[src/rtl/ir_pkg.sv]
// Shared types and helpers for the instruction-register byte assembler.
package ir_pkg;

  typedef enum logic {
    FILL = 1'b0,
    FULL = 1'b1
  } ir_state_t;

  // Width of a lane index; never below 1 so single-lane builds still have a select bit.
  function automatic int calc_lb(input int n);
    return (n <= 1) ? 1 : $clog2(n);
  endfunction

  function automatic int lane_index(input int count, input int n, input bit msb_first);
    return msb_first ? (n - 1 - count) : count;
  endfunction

endpackage

[src/rtl/ir_byte_assembler_if.sv]
// Byte-in / instruction-out bus between the memory data path, the assembler and the control unit.
interface ir_byte_assembler_if
  import ir_pkg::*;
#(
  parameter int IR_WIDTH   = 16,
  parameter int BYTE_WIDTH = 8
);
  localparam int N  = IR_WIDTH / BYTE_WIDTH;
  localparam int LB = calc_lb(N);

  logic                  Mode;
  logic                  Flush;
  logic                  Write;
  logic [LB-1:0]         LaneSel;
  logic [BYTE_WIDTH-1:0] I;
  logic                  InValid;
  logic                  InReady;
  logic                  Consume;
  logic [IR_WIDTH-1:0]   IROut;
  logic                  IRValid;
  logic [LB:0]           LaneCount;

  modport master (
    output Mode, Flush, Write, LaneSel, I, InValid, Consume,
    input  InReady, IROut, IRValid, LaneCount
  );

  modport slave (
    input  Mode, Flush, Write, LaneSel, I, InValid, Consume,
    output InReady, IROut, IRValid, LaneCount
  );

endinterface

[src/rtl/ir_lane_sequencer.sv]
// Auto-mode fill FSM: tracks accepted lanes, raises IRValid after the last byte's edge.
// InReady is combinational; in FULL it follows consume so a refill byte can land in the same cycle.
module ir_lane_sequencer
  import ir_pkg::*;
#(
  parameter int N         = 2,
  parameter int LB        = 1,
  parameter bit MSB_FIRST = 1'b1
) (
  input  logic          clk,
  input  logic          rst_n,
  input  logic          mode,
  input  logic          flush,
  input  logic          in_vld,
  input  logic          consume,
  output logic          in_rdy,
  output logic          ir_vld,
  output logic          accept,
  output logic [LB:0]   lane_cnt,
  output logic [LB-1:0] wr_lane
);

  localparam int CW = LB + 1;
  localparam logic [CW-1:0] LAST = CW'(N - 1);

  ir_state_t     state, state_nxt;
  logic [CW-1:0] count, count_nxt;

  always_ff @(posedge clk or negedge rst_n) begin
    if (!rst_n) begin
      state <= FILL;
      count <= '0;
    end else begin
      state <= state_nxt;
      count <= count_nxt;
    end
  end

  always_comb begin
    state_nxt = state;
    count_nxt = count;
    if (flush || !mode) begin
      state_nxt = FILL;
      count_nxt = '0;
    end else begin
      case (state)
        FILL: begin
          if (in_vld) begin
            if (count == LAST) begin
              state_nxt = FULL;
              count_nxt = '0;
            end else begin
              count_nxt = count + 1'b1;
            end
          end
        end
        FULL: begin
          if (consume) begin
            // A single-lane instruction is complete the moment its refill byte lands.
            if (in_vld && N == 1) begin
              state_nxt = FULL;
              count_nxt = '0;
            end else if (in_vld) begin
              state_nxt = FILL;
              count_nxt = CW'(1);
            end else begin
              state_nxt = FILL;
              count_nxt = '0;
            end
          end
        end
      endcase
    end
  end

  always_comb begin
    in_rdy = 1'b0;
    if (!flush && mode) begin
      in_rdy = (state == FILL) ? 1'b1 : consume;
    end
    ir_vld   = (state == FULL);
    accept   = in_vld & in_rdy;
    lane_cnt = count;
    // count is zero in FULL, so this also yields the first lane for a refill.
    wr_lane  = LB'(lane_index(int'(count), N, MSB_FIRST));
  end

endmodule

[src/rtl/ir_byte_assembler.sv]
// Instruction register built from byte lanes; manual lane writes or auto-sequenced byte stream.
// Auto mode: IRValid one edge after the last accept; holds IROut and stalls input until Consume.
module ir_byte_assembler
  import ir_pkg::*;
#(
  parameter int IR_WIDTH   = 16,
  parameter int BYTE_WIDTH = 8,
  parameter bit MSB_FIRST  = 1'b1
) (
  input logic                Clock,
  input logic                Reset,
  ir_byte_assembler_if.slave bus
);

  localparam int N  = IR_WIDTH / BYTE_WIDTH;
  localparam int LB = calc_lb(N);

  if (IR_WIDTH % BYTE_WIDTH != 0) begin : g_bad_width
    $error("IR_WIDTH must be an integer multiple of BYTE_WIDTH");
  end

  logic [IR_WIDTH-1:0] ir_q;
  logic                seq_rdy;
  logic                seq_vld;
  logic                seq_accept;
  logic [LB:0]         seq_cnt;
  logic [LB-1:0]       seq_lane;
  logic                lane_we;
  logic [LB-1:0]       lane_idx;

  ir_lane_sequencer #(
    .N         (N),
    .LB        (LB),
    .MSB_FIRST (MSB_FIRST)
  ) u_seq (
    .clk      (Clock),
    .rst_n    (Reset),
    .mode     (bus.Mode),
    .flush    (bus.Flush),
    .in_vld   (bus.InValid),
    .consume  (bus.Consume),
    .in_rdy   (seq_rdy),
    .ir_vld   (seq_vld),
    .accept   (seq_accept),
    .lane_cnt (seq_cnt),
    .wr_lane  (seq_lane)
  );

  always_comb begin
    lane_we  = 1'b0;
    lane_idx = '0;
    if (!bus.Flush) begin
      if (!bus.Mode) begin
        lane_we  = bus.Write && (int'(bus.LaneSel) < N);
        lane_idx = bus.LaneSel;
      end else begin
        lane_we  = seq_accept;
        lane_idx = seq_lane;
      end
    end
  end

  always_ff @(posedge Clock or negedge Reset) begin
    if (!Reset) begin
      ir_q <= '0;
    end else begin
      for (int k = 0; k < N; k++) begin
        if (lane_we && int'(lane_idx) == k) begin
          ir_q[k*BYTE_WIDTH +: BYTE_WIDTH] <= bus.I;
        end
      end
    end
  end

  assign bus.InReady   = seq_rdy;
  assign bus.IRValid   = seq_vld;
  assign bus.LaneCount = seq_cnt;
  assign bus.IROut     = ir_q;

endmodule
[src/flat_wrapper.sv]
// flat-port wrapper written by rule: the top's interface ports become plain ports
module ir_byte_assembler_flat import ir_pkg::*;
#(
  parameter int IR_WIDTH   = 16,
  parameter int BYTE_WIDTH = 8,
  parameter bit MSB_FIRST  = 1'b1
)
  (Clock, Reset, bus_Mode, bus_Flush, bus_Write, bus_LaneSel, bus_I, bus_InValid, bus_Consume, bus_InReady, bus_IROut, bus_IRValid, bus_LaneCount);
  ir_byte_assembler_if #(.IR_WIDTH(IR_WIDTH), .BYTE_WIDTH(BYTE_WIDTH)) bus_i ();
  input logic Clock;
  input logic Reset;
  input wire logic [$bits(bus_i.Mode)-1:0] bus_Mode;
  input wire logic [$bits(bus_i.Flush)-1:0] bus_Flush;
  input wire logic [$bits(bus_i.Write)-1:0] bus_Write;
  input wire logic [$bits(bus_i.LaneSel)-1:0] bus_LaneSel;
  input wire logic [$bits(bus_i.I)-1:0] bus_I;
  input wire logic [$bits(bus_i.InValid)-1:0] bus_InValid;
  input wire logic [$bits(bus_i.Consume)-1:0] bus_Consume;
  output wire logic [$bits(bus_i.InReady)-1:0] bus_InReady;
  output wire logic [$bits(bus_i.IROut)-1:0] bus_IROut;
  output wire logic [$bits(bus_i.IRValid)-1:0] bus_IRValid;
  output wire logic [$bits(bus_i.LaneCount)-1:0] bus_LaneCount;
  assign bus_i.Mode = bus_Mode;
  assign bus_i.Flush = bus_Flush;
  assign bus_i.Write = bus_Write;
  assign bus_i.LaneSel = bus_LaneSel;
  assign bus_i.I = bus_I;
  assign bus_i.InValid = bus_InValid;
  assign bus_i.Consume = bus_Consume;
  assign bus_InReady = bus_i.InReady;
  assign bus_IROut = bus_i.IROut;
  assign bus_IRValid = bus_i.IRValid;
  assign bus_LaneCount = bus_i.LaneCount;
  ir_byte_assembler #(.IR_WIDTH(IR_WIDTH), .BYTE_WIDTH(BYTE_WIDTH), .MSB_FIRST(MSB_FIRST)) u_core (.Clock(Clock), .Reset(Reset), .bus(bus_i));
endmodule
[config.mk]
export PLATFORM = sky130hd
export DESIGN_NAME = ir_byte_assembler_flat
export DESIGN_NICKNAME = d
export VERILOG_FILES = /design/src/rtl/ir_pkg.sv /design/src/rtl/ir_byte_assembler_if.sv /design/src/rtl/ir_lane_sequencer.sv /design/src/rtl/ir_byte_assembler.sv /design/src/flat_wrapper.sv
export SDC_FILE = /design/constraint.sdc
export NUM_CORES = 1
export LEC_CHECK = 0
export BUFFER_PORTS_ARGS = -buffer_cell sky130_fd_sc_hd__buf_4
export CAP_MARGIN = 20
export CORE_UTILIZATION = 32
export CTS_CLUSTER_DIAMETER = 80
export DETAILED_ROUTE_END_ITERATION = 10
export PLACE_DENSITY = 0.56
export SLEW_MARGIN = 20
export SYNTH_ARGS = -nofsm -noshare
export SYNTH_HDL_FRONTEND = slang
export SYNTH_SLANG_ARGS = --single-unit
[constraint.sdc]
create_clock -name Clock -period 1.9 [get_ports Clock]
set_clock_uncertainty 0.15 [all_clocks]
set_input_delay 0.19 -clock Clock [delete_from_list [all_inputs] [get_ports Clock]]
set_output_delay 0.19 -clock Clock [all_outputs]
set_load 0.005 [all_outputs]
==> impl_metrics.env, run 1 <==
export IMPL_wirelength_mm=1.64
export IMPL_die_width_um=53.5
export IMPL_htreeDepth=1
export IMPL_cts_resized=0
export IMPL_status="finished clean"
export IMPL_rows=18
export IMPL_dpl_hpwl_mm=1.17
export IMPL_timing_slew_headroom=0.697
export IMPL_worstPathArrival_ns=1.66
export IMPL_nets=122
export IMPL_max_cap_violations=0
export IMPL_dieArea_um2=2860
export IMPL_worst_pin_slew_ns=0.455
export IMPL_yosysWarnings=0
export IMPL_vias=608
export IMPL_post_dp_cell_area_um2=1140
export IMPL_io_pins=36
export IMPL_design_area_um2=1250
export IMPL_die_h_um=53.5
export IMPL_drt_pass1_iterations=4
export IMPL_syn_avg_cell_area_um2=14.6
export IMPL_grt_pass1_wl_mm=2.55
export IMPL_dpl_worst_slack_ns=0.259
export IMPL_tns_ns=0
export IMPL_syn_to_final_growth_pct=47.9
export IMPL_grtUsageTotal=0.130
export IMPL_cp_max_fo=8
export IMPL_utilization=0.502
export IMPL_first_iter_violations=10
export IMPL_powerDensity_nw_per_um2=845
export IMPL_cts_buffer_depth=2
export IMPL_finalSetupViolations=0
export IMPL_core_area_um2=2500
export IMPL_holdBufCountCts=9
export IMPL_seq_area_frac_synth=0.560
export IMPL_cts_tree="yes"
export IMPL_endpoint_kind="flip-flop"
export IMPL_n_antenna_cell=0
export IMPL_power_leakage_nw=0.612
export IMPL_synth_area_um2=848
export IMPL_ys_seq_elements=19
export IMPL_antenna_found_initial=0
export IMPL_fill_cells=230
export IMPL_hold_viol=0
export IMPL_irDropWorstVdd_uv=372
export IMPL_wl_per_cell_um=12.1
export IMPL_ctsRootBufferMaster="clkbuf_4"
export IMPL_path_clk_slew_ns=0.10
export IMPL_portBuffers=35
export IMPL_final_period_utilization=0.859
export IMPL_period_minus_slack_ns=1.63
export IMPL_detail_route_antenna_nets=0
export IMPL_start_util=0.339
export IMPL_cts_buffers=3
export IMPL_cts_setup_buffers=0
export IMPL_grt_pass1_vias=588
export IMPL_grt_setup_unrepaired="no"
export IMPL_required_ns=1.93
export IMPL_gp_congestion=0.746
export IMPL_drive_gt1_frac=0.571
export IMPL_yosys_cell_types_count=17
export IMPL_overflow=0
export IMPL_layout_setup_ws_ns=0.268
export IMPL_vias_per_cell=4.50
export IMPL_netlist_instances=58
export IMPL_clkLatencyLatePin_ns=0.28
export IMPL_hold_path_class="input pin to flip-flop"
export IMPL_fmax_mhz=613
export IMPL_path_class="flip-flop to flip-flop"
export IMPL_synth_fp_nets=74
export IMPL_finalMaxSlewViolations=0
export IMPL_clock_sink_count=19
export IMPL_cp_start_kind="flip-flop"
export IMPL_drc_errors=0
export IMPL_grt_max_degree=20
-- cells in the final DEF (no fill, tap or decap), drive strengths merged, types with 2 or more instances in the layout --
| cell type | instances |
|---|---|
| buf | 35 |
| dfrtp | 19 |
| mux2 | 16 |
| dlygate4sd3 | 9 |
| nor2 | 5 |
| nand2 | 5 |
| inv | 3 |
| clkbuf | 3 |
| nand3 | 2 |
-- flip-flops by register name, indices dropped and copies added, names as in the netlist --
name                   count
u_core.u_seq.ir_vld        1
u_core.bus.IROut          16
u_core.u_seq.lane_cnt      2
-- Yosys cell counts (all sizes together) --
master    n  area, um^2
dfrtp    19         475
a211oi    1        7.51
nand2     5        21.3
nor2      5        18.8
o2111ai   1        26.3
nor2b     1        13.8
inv       3        11.3
a21oi     1        5.00
nand3b    1        7.51
o21ai     1        5.00
o22ai     1        20.0
mux2     16         210
nand3     2        15.0
buf       1        11.3
-- worst paths after layout --
kind / start / end / slack, ns / cells past startpoint
max: u_core.u_seq.ir_vld$_DFF_PN0_ / u_core.bus.IROut[9]$_DFFE_PN0P_ / 0.27 / 4
min reg2reg: u_core.bus.IROut[3]$_DFFE_PN0P_ / u_core.bus.IROut[3]$_DFFE_PN0P_ / 0.37 / 1
max in group asynchronous: Reset / u_core.bus.IROut[13]$_DFFE_PN0P_ / 1.24 / 2
max reg2reg: u_core.u_seq.ir_vld$_DFF_PN0_ / u_core.bus.IROut[9]$_DFFE_PN0P_ / 0.27 / 4
min: bus_Consume / u_core.u_seq.lane_cnt[1]$_DFFE_PN0P_ / 0.05 / 4
min in group asynchronous: Reset / u_core.bus.IROut[0]$_DFFE_PN0P_ / 0.14 / 2
-- cells by family after synthesis --
logic type	after synthesis	share of synthesized area
muxes	16	0.248
DFF	19	0.560
AOI/OAI and AO/OA	5	0.0752
buffers and inverters	4	0.0265
and+or+nand+nor	14	0.0900
-- report_power, final --
part           internal [mW]  leakage, nW  switching (mW)
Combinational          0.227        0.363          0.0988
Clock                 0.0781       0.0177           0.120
Sequential             0.489        0.232          0.0477
-- per-stage QoR --
| step | power, mW | std cells | hold WS (ns) |
|---|---|---|---|
| 3_5_place_dp | 0.859 | 122 | -0.0676 |
| 2_1_floorplan | 0.674 | 58 | -0.256 |
| 5_1_grt | 1.13 | 135 | 0.0588 |
| 4_1_cts | 1.08 | 135 | 0.0365 |
| 3_3_place_gp | 0.855 | 122 | -0.0702 |
| 6_report | 1.06 | 135 | 0.0528 |
-- metal layers --
metal	up-vias	GRT usage	part of all wire
met5	-	0	0
met4	0	0.0526	0.0092
met2	16	0.202	0.48
met1	297	0.173	0.47
met3	2	0.0259	0.045
li1	293	-	-
-- critical path: stages (launching register included) --
cell       delay [ns]
dfrtp_1          0.41
nor2b_4          0.15
o22ai_4          0.16
o2111ai_4        0.28
mux2_4           0.37
-- final cells by class --
type	instances	area, um^2	share of cell area
sequential	19	475	0.379
timing repair buffer	44	353	0.281
multi-input combinational	35	350	0.279
tap	30	37.5	0.0299
clock buffer	3	22.5	0.0179
inverter	3	11.3	0.00897
clock inverter	1	5.00	0.00399
(Power assumes the default switching activity.)
==> run 2: changes to the inputs <==
--- a/config.mk
+++ b/config.mk
@@ -7,6 +7,7 @@
 export LEC_CHECK = 0
 export BUFFER_PORTS_ARGS = -buffer_cell sky130_fd_sc_hd__buf_4
 export CAP_MARGIN = 20
+export CORE_MARGIN = 2
 export CORE_UTILIZATION = 32
 export CTS_CLUSTER_DIAMETER = 80
 export DETAILED_ROUTE_END_ITERATION = 10
==> constraint.sdc (replaced) <==
create_clock -name Clock -period 2 [get_ports Clock]
set_clock_uncertainty 0.15 [all_clocks]
set_input_delay 0.2 -clock Clock [delete_from_list [all_inputs] [get_ports Clock]]
set_output_delay 0.2 -clock Clock [all_outputs]
set_load 0.005 [all_outputs]
==> impl_metrics.env, run 2 (synthesized netlist as in run 1, its figures left out) <==
export IMPL_detail_route_antenna_nets=0
export IMPL_drc_errors=0
export IMPL_clkLatencyLatePin_ns=0.30
export IMPL_grt_setup_unrepaired="no"
export IMPL_grt_pass1_vias=643
export IMPL_n_antenna_cell=0
export IMPL_fill_cells=223
export IMPL_combPwrFrac=0.307
export IMPL_grt_pass1_wl_mm=2.93
export IMPL_grt_max_degree=20
export IMPL_power_leakage_nw=0.612
export IMPL_p_seq_frac=0.502
export IMPL_final_cell_mix="buf_4 (35), dfrtp_1 (19), dlygate4sd3_1 (9)"
export IMPL_p_clk_frac=0.191
export IMPL_start_util=0.339
export IMPL_tns_ns=0
export IMPL_hold_path_class="input pin to flip-flop"
export IMPL_fmax_mhz=607
export IMPL_ctsRootBufferMaster="clkbuf_4"
export IMPL_irDropWorstVdd_uv=583
export IMPL_cp_start_kind="flip-flop"
export IMPL_core_area_um2=2500
export IMPL_die_width_um=55.5
export IMPL_endpoint_kind="flip-flop"
export IMPL_cts_buffers=3
export IMPL_endpoint="u_core.bus.IROut[10]$_DFFE_PN0P_"
export IMPL_required_ns=2.04
export IMPL_powerDensity_nw_per_um2=807
export IMPL_rows=18
export IMPL_overflow=0
export IMPL_dieArea_um2=3080
export IMPL_cp_max_fo=8
export IMPL_layout_setup_ws_ns=0.352
export IMPL_routed_top_layer="met4"
export IMPL_wl_met2_um=836
export IMPL_portBuffers=35
export IMPL_p_sw_mw=0.258
export IMPL_status="finished clean"
export IMPL_r2r_start="u_core.u_seq.ir_vld$_DFF_PN0_"
export IMPL_r2r_cells=4
export IMPL_largest_reg_flops=16
export IMPL_grtUsageTotal=0.122
export IMPL_wl_met3_um=89
export IMPL_final_common_cell="buf_4"
export IMPL_first_iter_violations=4
export IMPL_swShare=0.254
export IMPL_cts_tree="yes"
export IMPL_worstPathArrival_ns=1.69
export IMPL_timing_slew_headroom=0.697
export IMPL_worst_pin_slew_ns=0.455
export IMPL_final_period_utilization=0.824
export IMPL_vias_per_cell=4.47
export IMPL_finalMaxSlewViolations=0
export IMPL_syn_to_final_growth_pct=47.9
export IMPL_path_clk_slew_ns=0.11
export IMPL_vias=604
export IMPL_nets=122
export IMPL_gp_congestion=0.762
export IMPL_drt_pass1_iterations=4
export IMPL_ff2ff_setup_slack_ns=0.35
export IMPL_wl_met1_um=783
export IMPL_cts_buffer_depth=2
export IMPL_antenna_found_initial=0
export IMPL_die_h_um=55.5
export IMPL_period_minus_slack_ns=1.65
export IMPL_dpl_hpwl_mm=1.27
export IMPL_finalSetupViolations=0
export IMPL_io_pins=36
export IMPL_wl_per_cell_um=12.8
export IMPL_drive_gt1_frac=0.571
export IMPL_rr_endpoint="u_core.bus.IROut[10]$_DFFE_PN0P_"
export IMPL_wirelength_mm=1.72
export IMPL_critPathLaunch="u_core.u_seq.ir_vld$_DFF_PN0_"
export IMPL_clock_sink_count=19
export IMPL_internal_power_mw=0.755
export IMPL_htreeDepth=1
export IMPL_path_class="flip-flop to flip-flop"
export IMPL_hold_viol=0
export IMPL_max_cap_violations=0
export IMPL_dpl_worst_slack_ns=0.361
export IMPL_cts_setup_buffers=0
[run 2: through the flow]
stage | area, um^2 | power (mW) | std cells | hold WS, ns | util
after global routing | 1250 | 1.08 | 135 | 0.0414 | 0.502
after global placement | 1140 | 0.814 | 122 | -0.0600 | 0.455
final | 1250 | 1.01 | 135 | 0.0506 | 0.502
after CTS | 1250 | 1.04 | 135 | 0.0312 | 0.502
after floorplan | 848 | 0.641 | 58 | -0.246 | -
after detailed placement | 1140 | 0.819 | 122 | -0.0591 | 0.455
[run 2: worst min-delay path by stage]
stage | from | endpoint | slack [ns] | cells past startpoint
4_1_cts | bus_Consume | u_core.u_seq.lane_cnt[1]$_DFFE_PN0P_ | 0.03 | 4
3_5_place_dp | Reset | u_core.bus.IROut[0]$_DFFE_PN0P_ | -0.06 | 1
5_1_grt | bus_Mode | u_core.u_seq.ir_vld$_DFF_PN0_ | 0.04 | 3
2_1_floorplan | Reset | u_core.bus.IROut[0]$_DFFE_PN0P_ | -0.25 | 0
6_report | bus_Consume | u_core.u_seq.lane_cnt[1]$_DFFE_PN0P_ | 0.05 | 4
3_3_place_gp | Reset | u_core.bus.IROut[0]$_DFFE_PN0P_ | -0.06 | 1
[run 2: cell type report]
| type | instances | area [um^2] | area share |
|---|---|---|---|
| clock buffer | 3 | 22.5 | 0.0179 |
| clock inverter | 1 | 5.00 | 0.00399 |
| sequential | 19 | 475 | 0.379 |
| multi-input combinational | 35 | 350 | 0.279 |
| inverter | 3 | 11.3 | 0.00897 |
| timing repair buffer | 44 | 353 | 0.281 |
| tap | 30 | 37.5 | 0.0299 |
[run 2: critical path, stage by stage (launching register included)]
cell and delay (ns):
dfrtp_1 0.42, nor2b_4 0.16, o22ai_4 0.16, o2111ai_4 0.28, mux2_4 0.37
[run 2: power groups by stage]
stage          Combinational, mW  Clock, mW  Sequential (mW)
2_1_floorplan              0.121          0            0.519
3_3_place_gp               0.297          0            0.518
3_5_place_dp               0.302          0            0.517
4_1_cts                    0.316      0.211            0.510
5_1_grt                    0.334      0.229            0.521
6_report                   0.311      0.193            0.509
[run 2: timing repair]
| item | CTS | global route |
|---|---|---|
| hold buffers | 9 | 0 |
| gates resized for setup | 0 | 0 |
| endpoints found under the hold margin | 35 | 0 |
[run 2: metal layers]
| layer | up-vias | GRT usage |
|---|---|---|
| met3 | 2 | 0.0539 |
| met2 | 20 | 0.196 |
| met1 | 288 | 0.149 |
| met4 | 0 | 0.0314 |
| met5 | - | 0 |
| li1 | 294 | - |
==> run 3: changes to the inputs <==
--- a/config.mk
+++ b/config.mk
@@ -11,7 +11,7 @@
 export CORE_UTILIZATION = 32
 export CTS_CLUSTER_DIAMETER = 80
 export DETAILED_ROUTE_END_ITERATION = 10
-export PLACE_DENSITY = 0.56
+export PLACE_DENSITY = 0.59
 export SLEW_MARGIN = 20
 export SYNTH_ARGS = -nofsm -noshare
 export SYNTH_HDL_FRONTEND = slang
==> constraint.sdc (replaced) <==
create_clock -name Clock -period 1.5 [get_ports Clock]
set_clock_uncertainty 0.15 [all_clocks]
set_input_delay 0.15 -clock Clock [delete_from_list [all_inputs] [get_ports Clock]]
set_output_delay 0.15 -clock Clock [all_outputs]
set_load 0.005 [all_outputs]
==> impl_metrics.env, run 3 (synthesized netlist as in run 1, its figures left out) <==
export IMPL_hold_path_depth=3
export IMPL_p_total_mw=1.37
export IMPL_wl_per_cell_um=13.4
export IMPL_drt_pass1_iterations=4
export IMPL_powerDensity_nw_per_um2=1050
export IMPL_grt_pass1_vias=646
export IMPL_nets=127
export IMPL_grtUsageTotal=0.126
export IMPL_grt_max_degree=20
export IMPL_cts_buffer_depth=2
export IMPL_largest_reg_flops=16
export IMPL_cts_tree="yes"
export IMPL_irDropWorstVdd_uv=693
export IMPL_finalMaxSlewViolations=0
export IMPL_required_ns=1.53
export IMPL_final_period_utilization=1.04
export IMPL_cp_max_fo=8
export IMPL_dpl_worst_slack_ns=-0.0679
export IMPL_wirelength_mm=1.87
export IMPL_io_pins=36
export IMPL_worstPathArrival_ns=1.60
export IMPL_cts_buffers=3
export IMPL_fmax_mhz=638
export IMPL_worst_path_stages=4
export IMPL_dieArea_um2=3080
export IMPL_layout_setup_ws_ns=-0.0668
export IMPL_slowest_delay_ns=0.40
export IMPL_dpl_hpwl_mm=1.29
export IMPL_violations="negative setup slack"
export IMPL_vias_per_cell=4.54
export IMPL_ctsRootBufferMaster="clkbuf_4"
export IMPL_grt_setup_unrepaired="yes"
export IMPL_timing_slew_headroom=0.701
export IMPL_hold_viol=0
export IMPL_first_iter_violations=3
export IMPL_cts_setup_buffers=0
export IMPL_vias=636
export IMPL_final_common_cell="buf_4"
export IMPL_n_antenna_cell=0
export IMPL_antenna_found_initial=0
export IMPL_die_h_um=55.5
export IMPL_clock_sink_count=19
export IMPL_clkLatencyLatePin_ns=0.29
export IMPL_cp_slowest_cell="dfrtp_1"
export IMPL_path_clk_slew_ns=0.10
export IMPL_die_width_um=55.5
export IMPL_worst_path_buf_inv=0
export IMPL_max_cap_violations=0
export IMPL_grt_pass1_wl_mm=2.97
export IMPL_portBuffers=35
export IMPL_cp_start_kind="flip-flop"
export IMPL_period_minus_slack_ns=1.57
export IMPL_rows=18
export IMPL_tns_ns=-0.493
export IMPL_overflow=0
export IMPL_path_class="flip-flop to flip-flop"
export IMPL_path_cells="nor2b_4, o22ai_4, o2111ai_4, mux2_4"
export IMPL_start_util=0.339
export IMPL_drc_errors=0
export IMPL_endpoint_kind="flip-flop"
export IMPL_core_area_um2=2500
export IMPL_syn_to_final_growth_pct=53.2
export IMPL_detail_route_antenna_nets=0
export IMPL_ff2ff_setup_slack_ns=-0.07
export IMPL_fill_cells=222
export IMPL_htreeDepth=1
export IMPL_status="finished, violations left"
export IMPL_crit_family="compound AO/OA/AOI/OAI gates"
export IMPL_gp_congestion=0.721
export IMPL_final_cell_mix="buf_4 (38), dfrtp_1 (19), dlygate4sd3_1 (11)"
export IMPL_worst_pin_slew_ns=0.449
export IMPL_r2r_cells=4
export IMPL_drive_gt1_frac=0.582
export IMPL_finalSetupViolations=11
export IMPL_hold_path_class="input pin to flip-flop"
export IMPL_power_leakage_nw=0.635
## run 3: cell types whose count changed in the layout (fill, tap and decap cells not counted)
cell | previous run | this run
buf_4 | 35 | 38
dlygate4sd3_1 | 9 | 11
nor2_1 | 5 | 4
nor2_2 | 0 | 1
## run 3: where the power goes
part           total, mW  internal [mW]  switching, mW  leakage (nW)
combinational      0.427          0.294          0.133         0.386
clock              0.258         0.0991          0.159        0.0177
sequential         0.683          0.620         0.0631         0.232
## run 3: final cells by class
class                   instances  area, um^2  area share
flip-flops and latches         19         475       0.366
clock buffers                   3        22.5      0.0173
well taps                      30        37.5      0.0289
inverters                       3        11.3     0.00866
clock inverters                 1        5.00     0.00385
repair buffers                 49         395       0.304
multi-input cells              35         353       0.271
## run 3: final timing paths
path,to,from
worst max-delay path,u_core.bus.IROut[12]$_DFFE_PN0P_,u_core.u_seq.ir_vld$_DFF_PN0_
max in group asynchronous,u_core.u_seq.ir_vld$_DFF_PN0_,Reset
min in group asynchronous,u_core.bus.IROut[1]$_DFFE_PN0P_,Reset
worst min-delay path,u_core.u_seq.lane_cnt[0]$_DFFE_PN0P_,bus_InValid
worst min register to register,u_core.bus.IROut[5]$_DFFE_PN0P_,u_core.bus.IROut[5]$_DFFE_PN0P_
worst max register to register,u_core.bus.IROut[12]$_DFFE_PN0P_,u_core.u_seq.ir_vld$_DFF_PN0_
## run 3: worst register-to-register path: cells and delay by family, from the launching register on
family | cells | cell delay (ns)
compound gates | 2 | 0.41
flops | 1 | 0.40
mux | 1 | 0.37
simple gates | 1 | 0.14
## run 3: layer usage
layer  track usage  routed length [um]
met1         0.145                 796
met2         0.214                 959
met3        0.0328                 103
met4        0.0627                  12
met5             0                   0
## run 3: through the flow
step | cell area, um^2 | hold WS [ns] | std cells | util
3_3_place_gp | 1160 | -0.115 | 125 | 0.464
6_report | 1300 | 0.0299 | 140 | 0.520
3_5_place_dp | 1160 | -0.109 | 125 | 0.464
4_1_cts | 1300 | 0.0174 | 140 | 0.519
5_1_grt | 1300 | 0.0139 | 140 | 0.520
2_1_floorplan | 848 | -0.296 | 58 | -
## run 3: repair_timing
action / 4_1_cts / 5_1_grt
hold buffers: 11 / 0
setup endpoints to repair: 16 / 17
hold endpoints to repair: 37 / 0
resized for setup: 0 / 1
